[src/rtl/board_loader_if.sv]
// Load-side bus between the new-game control logic and the board loader.
// The loader is the slave: it takes the request and drives the cell load strobes.
interface board_loader_if;
    logic        new_game;
    logic        busy;
    logic        done;
    logic [15:0] load_en;
    logic [1:0]  load_val;
    logic [3:0]  cell_idx;
    logic [1:0]  layout_id;
    logic [2:0]  ship_count;

    modport master (
        output new_game,
        input  busy, done, load_en, load_val, cell_idx, layout_id, ship_count
    );

    modport slave (
        input  new_game,
        output busy, done, load_en, load_val, cell_idx, layout_id, ship_count
    );
endinterface

[src/rtl/board_loader.sv]
// Walks the 4x4 board one cell per cycle on new_game, writing ship/water codes from a layout mask.
// Define BOARD_LOADER_RANDOM_EN to pick layouts from a 4-bit LFSR instead of a round-robin counter.
module board_loader #(
    parameter logic [15:0] LAYOUT0    = 16'h0033,
    parameter logic [15:0] LAYOUT1    = 16'h8421,
    parameter logic [15:0] LAYOUT2    = 16'hF001,
    parameter logic [15:0] LAYOUT3    = 16'h0660,
    parameter logic [1:0]  SHIP_CODE  = 2'b01,
    parameter logic [1:0]  WATER_CODE = 2'b00
) (
    input  logic           clk,
    input  logic           reset,
    board_loader_if.slave  bus
);

    typedef enum logic [1:0] {
        S_IDLE = 2'd0,
        S_LOAD = 2'd1,
        S_DONE = 2'd2
    } state_t;

    state_t      state, state_nxt;
    logic [3:0]  cnt, cnt_nxt;
    logic [15:0] mask, mask_nxt;
    logic [1:0]  sel;
    logic        accept;

    logic        busy_q, busy_d;
    logic        done_q, done_d;
    logic [15:0] load_en_q, load_en_d;
    logic [1:0]  load_val_q, load_val_d;
    logic [3:0]  cell_idx_q, cell_idx_d;
    logic [1:0]  layout_id_q, layout_id_d;
    logic [2:0]  ship_count_q, ship_count_d;

    function automatic logic [15:0] layout_mask(input logic [1:0] id);
        logic [15:0] m;
        case (id)
            2'd0:    m = LAYOUT0;
            2'd1:    m = LAYOUT1;
            2'd2:    m = LAYOUT2;
            default: m = LAYOUT3;
        endcase
        return m;
    endfunction

    // Custom layouts may hold more than 7 ships; clamp rather than wrap the 3-bit count.
    function automatic logic [2:0] sat_popcount(input logic [15:0] m);
        logic [4:0] n;
        n = 5'd0;
        for (int i = 0; i < 16; i++) begin
            n = n + {4'd0, m[i]};
        end
        return (n > 5'd7) ? 3'd7 : n[2:0];
    endfunction

`ifdef BOARD_LOADER_RANDOM_EN
    logic [3:0] lfsr;

    always_ff @(posedge clk) begin
        if (reset) begin
            lfsr <= 4'b0001;
        end else begin
            lfsr <= {lfsr[2:0], lfsr[3] ^ lfsr[2]};
        end
    end

    assign sel = lfsr[1:0];
`else
    logic [1:0] game_cnt;

    always_ff @(posedge clk) begin
        if (reset) begin
            game_cnt <= 2'd0;
        end else if (state == S_DONE) begin
            game_cnt <= game_cnt + 2'd1;
        end
    end

    assign sel = game_cnt;
`endif

    assign accept = (state == S_IDLE) && bus.new_game;

    always_ff @(posedge clk) begin
        if (reset) begin
            state <= S_IDLE;
            cnt   <= 4'd0;
        end else begin
            state <= state_nxt;
            cnt   <= cnt_nxt;
        end
    end

    // Mask is only meaningful once a load has been accepted, so it carries no reset.
    always_ff @(posedge clk) begin
        mask <= mask_nxt;
    end

    always_comb begin
        state_nxt = state;
        cnt_nxt   = cnt;
        mask_nxt  = mask;
        unique case (state)
            S_IDLE: begin
                if (bus.new_game) begin
                    state_nxt = S_LOAD;
                    cnt_nxt   = 4'd0;
                    mask_nxt  = layout_mask(sel);
                end
            end
            S_LOAD: begin
                cnt_nxt = cnt + 4'd1;
                if (cnt == 4'd15) begin
                    state_nxt = S_DONE;
                end
            end
            S_DONE: begin
                state_nxt = S_IDLE;
            end
            default: begin
                state_nxt = S_IDLE;
            end
        endcase
    end

    // Outputs are decoded from the upcoming state and registered, so cell k is strobed
    // in the cycle right after the edge that moves the counter to k.
    always_comb begin
        busy_d       = 1'b0;
        done_d       = 1'b0;
        load_en_d    = 16'd0;
        load_val_d   = 2'b00;
        cell_idx_d   = 4'd0;
        layout_id_d  = layout_id_q;
        ship_count_d = ship_count_q;
        unique case (state_nxt)
            S_LOAD: begin
                busy_d     = 1'b1;
                load_en_d  = 16'd1 << cnt_nxt;
                cell_idx_d = cnt_nxt;
                load_val_d = mask_nxt[cnt_nxt] ? SHIP_CODE : WATER_CODE;
            end
            S_DONE: begin
                done_d       = 1'b1;
                ship_count_d = sat_popcount(mask);
            end
            default: begin
            end
        endcase
        if (accept) begin
            layout_id_d = sel;
        end
    end

    always_ff @(posedge clk) begin
        if (reset) begin
            busy_q       <= 1'b0;
            done_q       <= 1'b0;
            load_en_q    <= 16'd0;
            load_val_q   <= 2'b00;
            cell_idx_q   <= 4'd0;
            layout_id_q  <= 2'd0;
            ship_count_q <= 3'd0;
        end else begin
            busy_q       <= busy_d;
            done_q       <= done_d;
            load_en_q    <= load_en_d;
            load_val_q   <= load_val_d;
            cell_idx_q   <= cell_idx_d;
            layout_id_q  <= layout_id_d;
            ship_count_q <= ship_count_d;
        end
    end

    assign bus.busy       = busy_q;
    assign bus.done       = done_q;
    assign bus.load_en    = load_en_q;
    assign bus.load_val   = load_val_q;
    assign bus.cell_idx   = cell_idx_q;
    assign bus.layout_id  = layout_id_q;
    assign bus.ship_count = ship_count_q;

endmodule
[src/flat_wrapper.sv]
// flat-port wrapper written by rule: the top's interface ports become plain ports
module board_loader_flat 
#(
    parameter logic [15:0] LAYOUT0    = 16'h0033,
    parameter logic [15:0] LAYOUT1    = 16'h8421,
    parameter logic [15:0] LAYOUT2    = 16'hF001,
    parameter logic [15:0] LAYOUT3    = 16'h0660,
    parameter logic [1:0]  SHIP_CODE  = 2'b01,
    parameter logic [1:0]  WATER_CODE = 2'b00
)
  (clk, reset, bus_new_game, bus_busy, bus_done, bus_load_en, bus_load_val, bus_cell_idx, bus_layout_id, bus_ship_count);
  board_loader_if bus_i ();
  input  logic clk;
  input  logic reset;
  input wire logic [$bits(bus_i.new_game)-1:0] bus_new_game;
  output wire logic [$bits(bus_i.busy)-1:0] bus_busy;
  output wire logic [$bits(bus_i.done)-1:0] bus_done;
  output wire logic [$bits(bus_i.load_en)-1:0] bus_load_en;
  output wire logic [$bits(bus_i.load_val)-1:0] bus_load_val;
  output wire logic [$bits(bus_i.cell_idx)-1:0] bus_cell_idx;
  output wire logic [$bits(bus_i.layout_id)-1:0] bus_layout_id;
  output wire logic [$bits(bus_i.ship_count)-1:0] bus_ship_count;
  assign bus_i.new_game = bus_new_game;
  assign bus_busy = bus_i.busy;
  assign bus_done = bus_i.done;
  assign bus_load_en = bus_i.load_en;
  assign bus_load_val = bus_i.load_val;
  assign bus_cell_idx = bus_i.cell_idx;
  assign bus_layout_id = bus_i.layout_id;
  assign bus_ship_count = bus_i.ship_count;
  board_loader #(.LAYOUT0(LAYOUT0), .LAYOUT1(LAYOUT1), .LAYOUT2(LAYOUT2), .LAYOUT3(LAYOUT3), .SHIP_CODE(SHIP_CODE), .WATER_CODE(WATER_CODE)) u_core (.clk(clk), .reset(reset), .bus(bus_i));
endmodule
[config.mk]
export PLATFORM = sky130hd
export DESIGN_NAME = board_loader_flat
export DESIGN_NICKNAME = d
export VERILOG_FILES = /design/src/rtl/board_loader_if.sv /design/src/rtl/board_loader.sv /design/src/flat_wrapper.sv
export SDC_FILE = /design/constraint.sdc
export NUM_CORES = 1
export LEC_CHECK = 0
export CORE_ASPECT_RATIO = 2
export CORE_MARGIN = 3
export CORE_UTILIZATION = 50
export DETAILED_ROUTE_END_ITERATION = 8
export GPL_TIMING_DRIVEN = 0
export PLACE_DENSITY = 0.73
export SYNTH_ARGS = -nofsm -noshare
export SYNTH_HDL_FRONTEND = slang
export SYNTH_SLANG_ARGS = --single-unit
[constraint.sdc]
create_clock -name clk -period 12 [get_ports clk]
set_input_delay 2.4 -clock clk [delete_from_list [all_inputs] [get_ports clk]]
set_output_delay 2.4 -clock clk [all_outputs]
set_load 0.01 [all_outputs]
==> impl_metrics.toml <==
[pwr]
vdd_drop_max_mv = 0.0877
combPwrFrac_pct = 16.1
p_switching_mw = 0.0917
clkPwrFrac_pct = 31.1
finalPower_mw = 0.338
power.density_nw_per_um2 = 118
p_leak_nw = 1.18
seq_power_share_pct = 52.8
swShare_pct = 27.1
internal_power_mw = 0.246

[detailed_routing]
vias = 1812
first_pass_iters = 4
drt_iter0_drc = 59
wl_per_cell_um = 13.8
drtAntennaViolNets = 0
wl_mm = 4.76
drc_errors = 0
vias_per_cell = 5.25

[floorplan]
start_util_pct = 52.0
io_pins = 32
die_area_um2 = 5740
die_w_um = 55.1
rows = 35
die_h_um = 104
core_area_um2 = 4640

[synthesis]
synth_xor_area_share_pct = 1.45
synthCells = 253
synth_top_cell_by_area = "dfxtp_1"
synth_nets = 277
ys_ff_latch = 52
synth_top_family_by_area = "simple AND/OR/NAND/NOR gates"
synthesis.area_um2 = 2410
ys_top_cells_by_area = "dfxtp_1 43%, fa_1 8.3%, ha_1 5.7%"
synthMuxAreaShare_pct = 3.16
seq_area_frac_synth_pct = 43.2
yosys.area_share.simple_pct = 19.0
avgSynthCellArea_um2 = 9.53
synthAdderAreaFrac_pct = 14.0
synth_compound_area_share_pct = 11.2
synth_ff_type = "dfxtp_1"
synth_edf_count = 0
synth_warnings = 0
synth.distinct_cells = 50
synth_top_area_share_pct = 43.2
synthArstFlopShare_pct = 0

[setup_path]
reg2reg_depth = 14
cp-end-kind = "flip-flop"
crit_type = "primary input to flip-flop"
reg2reg_to = "u_core.bus.ship_count[1]"
crit_start = "bus_new_game"
cp-start-kind = "primary input"
r2r_start = "u_core.mask[1]"
critPathMaxFanout = 10
cp.required_ps = 12190
crit_arrival_ps = 4460
regToRegSetupSlack_ps = 7910
setup.worst_path.end = "u_core.bus.load_val[0]"

[global_routing]
grt_use_total_pct = 19.3
grt_max_degree = 16
first_global_vias = 1751
overflow = 0
grt_pass1_wl_mm = 8.07
antenna_found_initial = 0

[clocking]
cts_root_buffer = "clkbuf_8"
cts_buffer_depth = 2
cts_buffers = 5
clock_latency_ps = 310
path_clk_slew_ps = 90
cts_tree = "built"
cts_hold_buffers = 0
postCtsSetupRepairBufs = 0
ctsResizeCount = 0
cts.sinks = 52
htree_levels = 2

[hold_path]
hold_class = "flip-flop to flip-flop"
min_from = "u_core.bus.layout_id[0]"
holdPathStages = 2

[finish]
final_core_utilization_pct = 61.7
nets = 313
multi_input_area_um2 = 1180
layout_common_cells = "52 x dfxtp_1, 30 x inv_1, 29 x nor2_1, 29 x clkdlybuf4s50_1, 21 x nand2_1"
antenna_cells = 0
mostFrequentLayoutCell = "dfxtp_1"
regArea_um2 = 1040
drive_gt1_share_pct = 7.93
syn_to_final_growth_pct = 18.8
fillers = 430

[sta]
rsz0062_at_grt = "no"
fin_skew_ps = 4.77
max_freq_mhz = 234
post-route-period-util_pct = 35.6
finalSetupViolCount = 0
slew_violations = 0
hold_violations = 0
min_period_ps = 4270
setup_tns_ps = 0
max_slew.worst_pin.slew_ps = 757
slew_headroom_pct = 48.9

[status]
status = "finished clean"

[place]
io_buffers = 29
dp_hpwl_mm = 3.84
gp_congestion = 0.835

[run]
max_cap_viol_count = 0
[logic make-up (layout without fill, tap and decap cells)]
| group | count (synthesis) | in the layout |
|---|---|---|
| AOI/OAI and AO/OA | 38 | 38 |
| xor gates and xnor gates | 4 | 4 |
| adders and majority gates | 21 | 21 |
| buffers and inverters | 43 | 80 |
| DFF | 52 | 52 |
| muxes | 6 | 6 |
| other | 1 | 1 |
| and+or+nand+nor | 88 | 88 |
[flip-flops by register name (all words and copies together) (netlist names), 2 cells and up]
register,cells
u_core.bus.load_en,16
u_core.bus.layout_id,2
u_core.state,2
u_core.game_cnt,2
u_core.cnt,4
u_core.bus.cell_idx,4
u_core.bus.ship_count,3
u_core.mask,16
[metal layers]
| metal | GRT usage [%] | up-vias | part of all wire, % |
|---|---|---|---|
| met1 | 20.1 | 858 | 36 |
| met2 | 34.8 | 43 | 58 |
| met4 | 9.04 | 0 | 2.7 |
| li1 | - | 902 | - |
| met3 | 2.87 | 9 | 3.6 |
| met5 | 0 | - | 0 |
[power groups by stage]
stage / Combinational [mW] / Clock [mW] / Sequential [mW]
final: 0.0543 / 0.105 / 0.179
after CTS: 0.0552 / 0.107 / 0.179
after global routing: 0.0612 / 0.112 / 0.179
after detailed placement: 0.0548 / 0 / 0.183
after floorplan: 0.0387 / 0 / 0.183
after global placement: 0.0543 / 0 / 0.183
[area by class of cell]
class	count	share of cell area, %
sequential	52	36.3
buffer	13	2.75
multi-input combinational	158	41.2
tap	55	2.40
timing repair buffer	29	10.1
clock buffer	7	3.01
inverter	30	3.93
clock inverter	1	0.262
[per-stage QoR]
step | worst slack [ps] | area (um2) | hold slack [ps] | instances
finish | 7730 | 2870 | 463 | 345
global route | 7570 | 2870 | 497 | 345
CTS | 7750 | 2870 | 469 | 345
detailed placement | 7430 | 2770 | 454 | 337
global placement | 7430 | 2770 | 450 | 337
floorplan | 8160 | 2410 | 440 | 253
[Yosys cell counts (2+ instances only)]
master	count
dfxtp_1	52
inv_1	30
nor2_1	29
nand2_1	21
ha_1	11
nor3_1	11
fa_1	10
a21oi_1	9
nor2b_1	9
clkbuf_1	5
o21ai_0	5
a21o_1	4
a211oi_1	3
a32oi_1	3
buf_2	3
buf_6	3
nand3_1	3
xnor2_1	3
a311oi_1	2
and2_1	2
mux2_2	2
mux2i_1	2
nand2b_1	2
nor3b_1	2
o22ai_1	2
[worst max-delay path, cell delays in order]
cell             delay, ps
clkdlybuf4s50_1        520
or3b_1                 350
clkbuf_1               210
buf_2                  240
nand2_1                 70
o21ai_0                120
a2111oi_0              440
o31ai_1                100
[how the worst min path moves through the flow]
stage / to / slack, ps
final: u_core.bus.layout_id[0] / 460
after global routing: u_core.bus.layout_id[0] / 500
after CTS: u_core.bus.layout_id[0] / 470
after detailed placement: u_core.bus.layout_id[0] / 450
after global placement: u_core.bus.layout_id[0] / 450
after floorplan: u_core.mask[1] / 440
(Power assumes the default switching activity.)
